<file path="src/rtl/if_fetch_unit_if.sv">
// Instruction-memory request/response bus between the fetch unit (master)
// and the instruction memory (slave); rdata is valid in the cycle ready=1.
interface if_fetch_unit_if;
    logic        imem_req;
    logic [31:0] imem_addr;
    logic        imem_ready;
    logic [31:0] imem_rdata;

    modport master (
        output imem_req,
        output imem_addr,
        input  imem_ready,
        input  imem_rdata
    );

    modport slave (
        input  imem_req,
        input  imem_addr,
        output imem_ready,
        output imem_rdata
    );
endinterface

</file>
<file path="src/rtl/if_fetch_unit.sv">
// Instruction fetch stage: one outstanding request, single-entry skid buffer
// for a stalled IF/ID slot, and redirect handling that drops in-flight words.
module if_fetch_unit #(
    parameter logic [31:0] RESET_PC = 32'h0000_0000
) (
    input  logic                  clk,
    input  logic                  rst,
    input  logic                  stall_in,
    input  logic                  redirect,
    input  logic [31:0]           redirect_pc,
    if_fetch_unit_if.master       imem,
    output logic                  if_valid,
    output logic [31:0]           if_inst,
    output logic [31:0]           if_pc,
    output logic [31:0]           if_pc4
);

    typedef enum logic [1:0] {IDLE, FETCH, HOLD, DISCARD} state_e;

    state_e      state_q, state_d;
    logic [31:0] pc_q, pc_d;
    logic [31:0] disc_addr_q, disc_addr_d;
    logic [31:0] skid_inst_q, skid_inst_d;
    logic [31:0] skid_pc_q, skid_pc_d;
    logic        valid_q, valid_d;
    logic [31:0] inst_q, inst_d;
    logic [31:0] opc_q, opc_d;
    logic [31:0] opc4_q, opc4_d;

    logic        slot_free;
    logic [31:0] redir_pc;
    logic        unused_ok;

    assign slot_free = !valid_q || !stall_in;
    assign redir_pc  = {redirect_pc[31:2], 2'b00};
    assign unused_ok = ^redirect_pc[1:0];

    always_comb begin
        state_d     = state_q;
        pc_d        = pc_q;
        disc_addr_d = disc_addr_q;
        skid_inst_d = skid_inst_q;
        skid_pc_d   = skid_pc_q;
        // A presented word is consumed whenever the slot is not stalled.
        valid_d     = valid_q && stall_in;
        inst_d      = inst_q;
        opc_d       = opc_q;
        opc4_d      = opc4_q;

        unique case (state_q)
            IDLE: begin
                state_d = FETCH;
            end
            FETCH: begin
                if (redirect) begin
                    pc_d        = redir_pc;
                    valid_d     = 1'b0;
                    skid_inst_d = '0;
                    skid_pc_d   = '0;
                    if (!imem.imem_ready) begin
                        state_d     = DISCARD;
                        disc_addr_d = pc_q;
                    end
                end else if (imem.imem_ready) begin
                    pc_d = pc_q + 32'd4;
                    if (slot_free) begin
                        valid_d = 1'b1;
                        inst_d  = imem.imem_rdata;
                        opc_d   = pc_q;
                        opc4_d  = pc_q + 32'd4;
                    end else begin
                        skid_inst_d = imem.imem_rdata;
                        skid_pc_d   = pc_q;
                        state_d     = HOLD;
                    end
                end
            end
            HOLD: begin
                if (redirect) begin
                    pc_d        = redir_pc;
                    valid_d     = 1'b0;
                    skid_inst_d = '0;
                    skid_pc_d   = '0;
                    state_d     = FETCH;
                end else if (!stall_in) begin
                    valid_d = 1'b1;
                    inst_d  = skid_inst_q;
                    opc_d   = skid_pc_q;
                    opc4_d  = skid_pc_q + 32'd4;
                    state_d = FETCH;
                end
            end
            DISCARD: begin
                // The old request stays on the bus; a redirect here only retargets pc.
                if (redirect) begin
                    pc_d        = redir_pc;
                    valid_d     = 1'b0;
                    skid_inst_d = '0;
                    skid_pc_d   = '0;
                end else if (imem.imem_ready) begin
                    state_d = FETCH;
                end
            end
            default: state_d = IDLE;
        endcase
    end

    always_ff @(posedge clk or negedge rst) begin
        if (!rst) begin
            state_q     <= IDLE;
            pc_q        <= RESET_PC;
            disc_addr_q <= '0;
            skid_inst_q <= '0;
            skid_pc_q   <= '0;
            valid_q     <= 1'b0;
            inst_q      <= '0;
            opc_q       <= '0;
            opc4_q      <= '0;
        end else begin
            state_q     <= state_d;
            pc_q        <= pc_d;
            disc_addr_q <= disc_addr_d;
            skid_inst_q <= skid_inst_d;
            skid_pc_q   <= skid_pc_d;
            valid_q     <= valid_d;
            inst_q      <= inst_d;
            opc_q       <= opc_d;
            opc4_q      <= opc4_d;
        end
    end

    assign imem.imem_req  = (state_q == FETCH) || (state_q == DISCARD);
    assign imem.imem_addr = (state_q == DISCARD) ? disc_addr_q : pc_q;

    assign if_valid = valid_q;
    assign if_inst  = inst_q;
    assign if_pc    = opc_q;
    assign if_pc4   = opc4_q;

endmodule

</file>
<file path="src/flat_wrapper.sv">
// flat-port wrapper written by rule: the top's interface ports become plain ports
module if_fetch_unit_flat 
#(
    parameter logic [31:0] RESET_PC = 32'h0000_0000
)
  (clk, rst, stall_in, redirect, redirect_pc, if_valid, if_inst, if_pc, if_pc4, imem_imem_req, imem_imem_addr, imem_imem_ready, imem_imem_rdata);
  if_fetch_unit_if imem_i ();
  input  logic clk;
  input  logic rst;
  input  logic stall_in;
  input  logic redirect;
  input  logic [31:0] redirect_pc;
  output logic if_valid;
  output logic [31:0] if_inst;
  output logic [31:0] if_pc;
  output logic [31:0] if_pc4;
  output wire logic [$bits(imem_i.imem_req)-1:0] imem_imem_req;
  output wire logic [$bits(imem_i.imem_addr)-1:0] imem_imem_addr;
  input wire logic [$bits(imem_i.imem_ready)-1:0] imem_imem_ready;
  input wire logic [$bits(imem_i.imem_rdata)-1:0] imem_imem_rdata;
  assign imem_imem_req = imem_i.imem_req;
  assign imem_imem_addr = imem_i.imem_addr;
  assign imem_i.imem_ready = imem_imem_ready;
  assign imem_i.imem_rdata = imem_imem_rdata;
  if_fetch_unit #(.RESET_PC(RESET_PC)) u_core (.clk(clk), .rst(rst), .stall_in(stall_in), .redirect(redirect), .redirect_pc(redirect_pc), .imem(imem_i), .if_valid(if_valid), .if_inst(if_inst), .if_pc(if_pc), .if_pc4(if_pc4));
endmodule
</file>
<file path="config.mk">
export PLATFORM = sky130hd
export DESIGN_NAME = if_fetch_unit_flat
export DESIGN_NICKNAME = d
export VERILOG_FILES = /design/src/rtl/if_fetch_unit_if.sv /design/src/rtl/if_fetch_unit.sv /design/src/flat_wrapper.sv
export SDC_FILE = /design/constraint.sdc
export NUM_CORES = 1
export LEC_CHECK = 0
export CORE_MARGIN = 2
export CORE_UTILIZATION = 53
export DETAILED_ROUTE_END_ITERATION = 10
export PLACE_DENSITY_LB_ADDON = 0.15
export SYNTH_ARGS = -nofsm -noshare
export SYNTH_HDL_FRONTEND = slang
export SYNTH_SLANG_ARGS = --single-unit
</file>
<file path="constraint.sdc">
create_clock -name clk -period 2.86 [get_ports clk]
set_clock_uncertainty 0.2 [all_clocks]
set_input_delay 0.572 -clock clk [delete_from_list [all_inputs] [get_ports clk]]
set_output_delay 0.572 -clock clk [all_outputs]
set_load 0.05 [all_outputs]
</file>
# Word level (Yosys, flattened, before mapping)
# Index checks and enable logic that the tools add are counted.
[word_totals]
elab_cells = 89
out_inout_bits = 130
regBits = 227
inputBits = 69
[op_classes]
mux = 48
n_bitwise = 1
add_sub_neg = 2
eq_ne = 15
n_reduce_logical = 14
[op_table]
columns = ["op", "n"]
rows = [
  ["32-bit 2-to-1 mux", 26],
  ["32-bit one-hot mux with 2 select lines", 6],
  ["32-bit by 3-bit adder with 32-bit output (second input constant)", 2],
  ["2-bit 2-to-1 mux", 8],
  ["2-bit inequality test (second input constant)", 6],
  ["3-bit inequality test (second input constant)", 4],
  ["6-bit AND reduction", 2],
  ["2-bit one-hot mux with 4 select lines", 1],
  ["1-bit 2-to-1 mux", 6],
  ["3-bit AND reduction", 2],
  ["2-bit equality test (second input constant)", 2],
  ["2-bit by 1-bit inequality test with 1-bit output (second input constant)", 2],
  ["4-bit AND reduction", 1],
  ["2-bit nonzero test", 2],
  ["1-bit one-hot mux with 3 select lines", 1],
  ["2-bit by 1-bit equality test with 1-bit output (second input constant)", 1],
  ["1-bit logical NOT", 2],
  ["2-bit logical NOT", 1],
  ["1-bit logical OR", 2],
  ["2-bit OR reduction", 1],
  ["1-bit logical AND", 1],
  ["1-bit inverter", 1],
]

# Longest topological paths before layout
[logic_depth]
ltp_word = 6
mapped_depth = 8
mapped_depth_nobuf = 6

# Worst setup path after synthesis
# No wires, ideal clock.
[synth_path]
path_kind = "register -> register"
startpoint = "reg u_core.skid_pc_q[3]"
endpoint = "reg u_core.opc4_q[30] (netlist: u_core.if_pc4[30])"
synth_period_minus_slack_ns = 2.434
path_stages_with_launch = 8
arrival_ns = 2.107
slack_ns = 0.426
setup_ns = 0.127
n_path_buf = 1
required_time_ns = 2.533
path_cell_list = "dfrtp_1 -> ha_1 -> nand4_2 -> or4_4 -> buf_6 -> o31ai_1 -> a21oi_1 -> a221o_2"
[synth_via]
elab_chain_cells = 4
[synth_lines]
columns = ["item", "line_no", "text"]
rows = [
  ["start, declared", "if_fetch_unit.sv:24", "logic [31:0] skid_pc_q, skid_pc_d;"],
  ["start signal, assigned", "if_fetch_unit.sv:124", "skid_pc_q <= skid_pc_d;"],
  ["32-bit by 3-bit adder with 32-bit output", "if_fetch_unit.sv:89", "opc4_d = skid_pc_q + 32'd4;"],
  ["32-bit 2-to-1 mux", "if_fetch_unit.sv:85", "end else if (!stall_in) begin"],
  ["32-bit 2-to-1 mux", "if_fetch_unit.sv:79", "if (redirect) begin"],
  ["32-bit one-hot mux with 2 select lines", "if_fetch_unit.sv:50", "unique case (state_q)"],
  ["end signal, assigned", "if_fetch_unit.sv:128", "opc4_q <= opc4_d;"],
  ["end, declared", "if_fetch_unit.sv:28", "logic [31:0] opc4_q, opc4_d;"],
]
# Every way passes these cells. The select of a mux whose other input is x is not followed.
# A chain may end at the register's enable or synchronous reset.

# Final worst setup path
[layout_path]
startpoint = "reg u_core.state_q[1]"
endpoint = "out imem_imem_addr[11]"
[layout_via]
elab_chain_cells = 2
[layout_lines]
columns = ["item", "line_no", "text"]
rows = [
  ["start, declared", "if_fetch_unit.sv:20", "state_e state_q, state_d;"],
  ["start signal, assigned", "if_fetch_unit.sv:120", "state_q <= state_d;"],
  ["2-bit equality test", "if_fetch_unit.sv:133", "assign imem.imem_addr = (state_q == DISCARD) ? disc_addr_q : pc_q;"],
  ["32-bit 2-to-1 mux", "if_fetch_unit.sv:133", ""],
  ["end, declared", "flat_wrapper.sv:18", "output wire logic [$bits(imem_i.imem_addr)-1:0] imem_imem_addr;"],
]
# Every way passes these cells.

==> impl_metrics.tcl <==
set metrics [dict create \
    finalSetupTns_ns 0 \
    fmax_mhz 366 \
    antenna_found_initial 0 \
    hold_viol 0 \
    clkPwrFrac 0.254 \
    yosys.area_share.adder 0.00225 \
    area_growth_pct 31.6 \
    cts_max_level 1 \
    drive_gt1_frac 0.135 \
    max-cap-violations 0 \
    fp.dieW_um 149 \
    port_buffers 194 \
    fin_nets 1475 \
    path_delay_family "flip-flops" \
    holdPathStages 2 \
    wl_um 31400 \
    synth-seq-cells 219 \
    grt_pass1_vias 9316 \
    synth_xor_area_frac 0.0371 \
    reg2reg_to "u_core.if_pc4[30]" \
    p_int_w 0.00779 \
    critPathArrivalTime_ns 1.96 \
    start_util 0.544 \
    cp_max_fo 30 \
    sequentialPowerShare 0.343 \
    path_buf_inv 2 \
    ys_types 55 \
    layout_commonest_cell "nand2_1" \
    insertion_delay_ns 0.52 \
    switching_power_w 0.00494 \
    slowest_delay_ns 0.51 \
    routed_via_density 5.84 \
    drt_iter0_drc 853 \
    drt-wirelength-per-cell_um 18.6 \
    min_path_type "flip-flop to flip-flop" \
    hold_ws_ns 0.278 \
    place_congestion 0.919 \
    synthMuxAreaShare 0.0698 \
    period_needed_ns 2.73 \
    finalCritPeriodShare 0.954 \
    drtPass1Iterations 7 \
    post_synth_and_or_nand_nor_area_fraction 0.201 \
    irDropWorstVdd_mv 0.597 \
    io_pins 199 \
    syn_avg_cell_area_um2 8.85 \
    crit_path_cell_trace "nand2_1 -> buf_12 -> mux2_2 -> buf_12" \
    synth_edf_count 0 \
    worstMarginPinSlew_ns 0.754 \
    cts.sinks 219 \
    die_y_um 149 \
    synth_cells 1255 \
    cts_buffer_depth 3 \
    gr-usage-all-layers 0.285 \
    cts_setup_buffers 0 \
    final_cell_mix "nand2_1, dfrtp_1, clkdlybuf4s50_1, o21ai_0, nor2_1" \
    clkTransAtPathRegs_ns 0.06 \
    regToRegSetupSlack_ns 0.23 \
    synthFlopType "dfrtp_1" \
    endpoint_kind "primary output" \
    n_fill_cell 1587 \
    grt_max_degree 77 \
    relSlewSlack 0.497 \
    grt_pass1_wl_um 50300 \
    route.detailed.drc 0 \
    yosysWarnings 0 \
    yosysSeqAreaShare 0.493 \
    async_flop_share 1.00 \
    synth_top_family_by_area "simple AND/OR/NAND/NOR gates" \
    crit_end "imem_imem_addr[11]" \
    synth-compound-area-share 0.148 \
    cpMaxStageDelayCell "dfrtp_2" \
    final_max_slew_viol_count 0 \
    cts-root-buf "clkbuf_16" \
    cellLeakagePower_nw 6.12 \
    placementRows 52 \
    worstSetupStartpointType "flip-flop" \
    ant_nets 0 \
    crit_cells 4 \
    setup_viol 0 \
    cp.required_ns 2.09 \
    numCtsBuffers 25 \
    status "completed" \
    die_area_um2 22100 \
    cp_common_cell "buf_12" \
    crit_start "u_core.state_q[1]" \
    diodes 0 \
    rsz0062_at_grt "no" \
    core-area_um2 20400 \
    dpl.hpwl_um 21300 \
    synth_area_um2 11100 \
    p_per_area_nw_per_um2 870 \
    worstSetupPathType "flip-flop to primary output" \
    timing.rr.start "u_core.skid_pc_q[3]" \
    switching_share 0.388 \
    num_vias 9883 \
    cts_tree "built" \
    gr-total-overflow 0 \
    comb_power_share 0.403 \
    reg2regPathDepth 6 \
]
routing by layer:
| metal | up-vias | wire length, um | global-route usage |
|---|---|---|---|
| li1 | 4642 | - | - |
| met1 | 4731 | 14000 | 0.430 |
| met2 | 449 | 14100 | 0.429 |
| met3 | 61 | 2470 | 0.0465 |
| met4 | 0 | 839 | 0.0843 |
| met5 | - | 0 | 0 |
synthesized netlist by cell type (4+ instances only):
library cell	number	area share
a21oi_1	39	0.018
a2bb2oi_1	14	0.011
a31oi_1	66	0.037
and2_1	4	0.0023
and3_1	7	0.0039
and4_1	4	0.0032
buf_2	11	0.0050
buf_4	7	0.0047
clkbuf_1	100	0.034
dfrtp_1	219	0.49
inv_1	11	0.0037
mux2_2	60	0.061
mux2i_1	10	0.0090
nand2_1	301	0.10
nand3_1	30	0.014
nand4_1	20	0.011
nor2_1	91	0.031
nor2b_1	4	0.0023
nor3_1	13	0.0059
nor4_1	11	0.0062
o21ai_0	98	0.044
o221ai_1	5	0.0039
o22a_1	4	0.0032
o22ai_1	22	0.012
or3_1	7	0.0039
or4_1	6	0.0041
xnor2_1	25	0.020
xor2_1	22	0.017
through the flow:
step	cell area (um^2)	setup WS (ns)	total power [W]	cells	utilization
floorplan	11100	0.426	0.00739	1256	-
global placement	13800	0.0961	0.00943	1646	0.675
detailed placement	13800	0.0996	0.00952	1646	0.675
CTS	14600	0.0150	0.0128	1692	0.716
global route	14600	0.0634	0.0132	1692	0.716
finish	14600	0.131	0.0127	1692	0.716
power by group through the flow:
stage | combinational [W] | sequential [W] | clock, W
after floorplan | 0.00185 | 0.00554 | 0
after detailed placement | 0.00512 | 0.00440 | 0
after CTS | 0.00515 | 0.00435 | 0.00329
final | 0.00513 | 0.00436 | 0.00324
after global routing | 0.00538 | 0.00444 | 0.00342
after global placement | 0.00507 | 0.00436 | 0
what timing repair did:
action / 4_1_cts / 5_1_grt
resized for setup: 0 / 1
hold buffers: 1 / 0
endpoints found under the hold margin: 67 / 0
endpoints found under the setup margin: 0 / 30
flip-flops by register name (all words and copies together), names as in the netlist:
signal              count
u_core.state_q          2
u_core.if_pc           30
u_core.if_valid         1
u_core.disc_addr_q     30
u_core.skid_inst_q     32
u_core.skid_pc_q       31
u_core.if_pc4          31
u_core.pc_q            30
u_core.if_inst         32
final cells by class:
cell class	count	area [um^2]	area share
flip-flops and latches	219	5480	0.375
multi-input cells	905	5130	0.351
repair buffers	242	2800	0.191
clock buffers	37	711	0.0486
well taps	270	338	0.0231
clock inverters	8	118	0.00804
inverters	11	41.3	0.00282
worst min path at each step:
stage	from	to	slack, ns
global placement	u_core.skid_inst_q[27]	u_core.skid_inst_q[27]	0.26
floorplan	rst	u_core.disc_addr_q[10]	0.08
finish	u_core.skid_inst_q[4]	u_core.skid_inst_q[4]	0.28
global route	u_core.skid_inst_q[19]	u_core.skid_inst_q[19]	0.30
detailed placement	u_core.skid_inst_q[23]	u_core.skid_inst_q[23]	0.27
CTS	u_core.skid_inst_q[23]	u_core.skid_inst_q[23]	0.28
logic make-up (layout without fill, tap and decap cells):
logic type      count (synthesis)  count (layout)
compound gates                272             272
fa+ha+maj                       2               2
xor+xnor                       47              47
simple gates                  512             512
flops                         219             219
mux                            70              70
other cells                     1               2
buf+inv                       132             298
worst min-delay path: stages, from the launching register on:
cell     delay, ns
dfrtp_1       0.34
nand2_1       0.04
o21ai_0       0.06
Power figures use the tool's default switching activity.
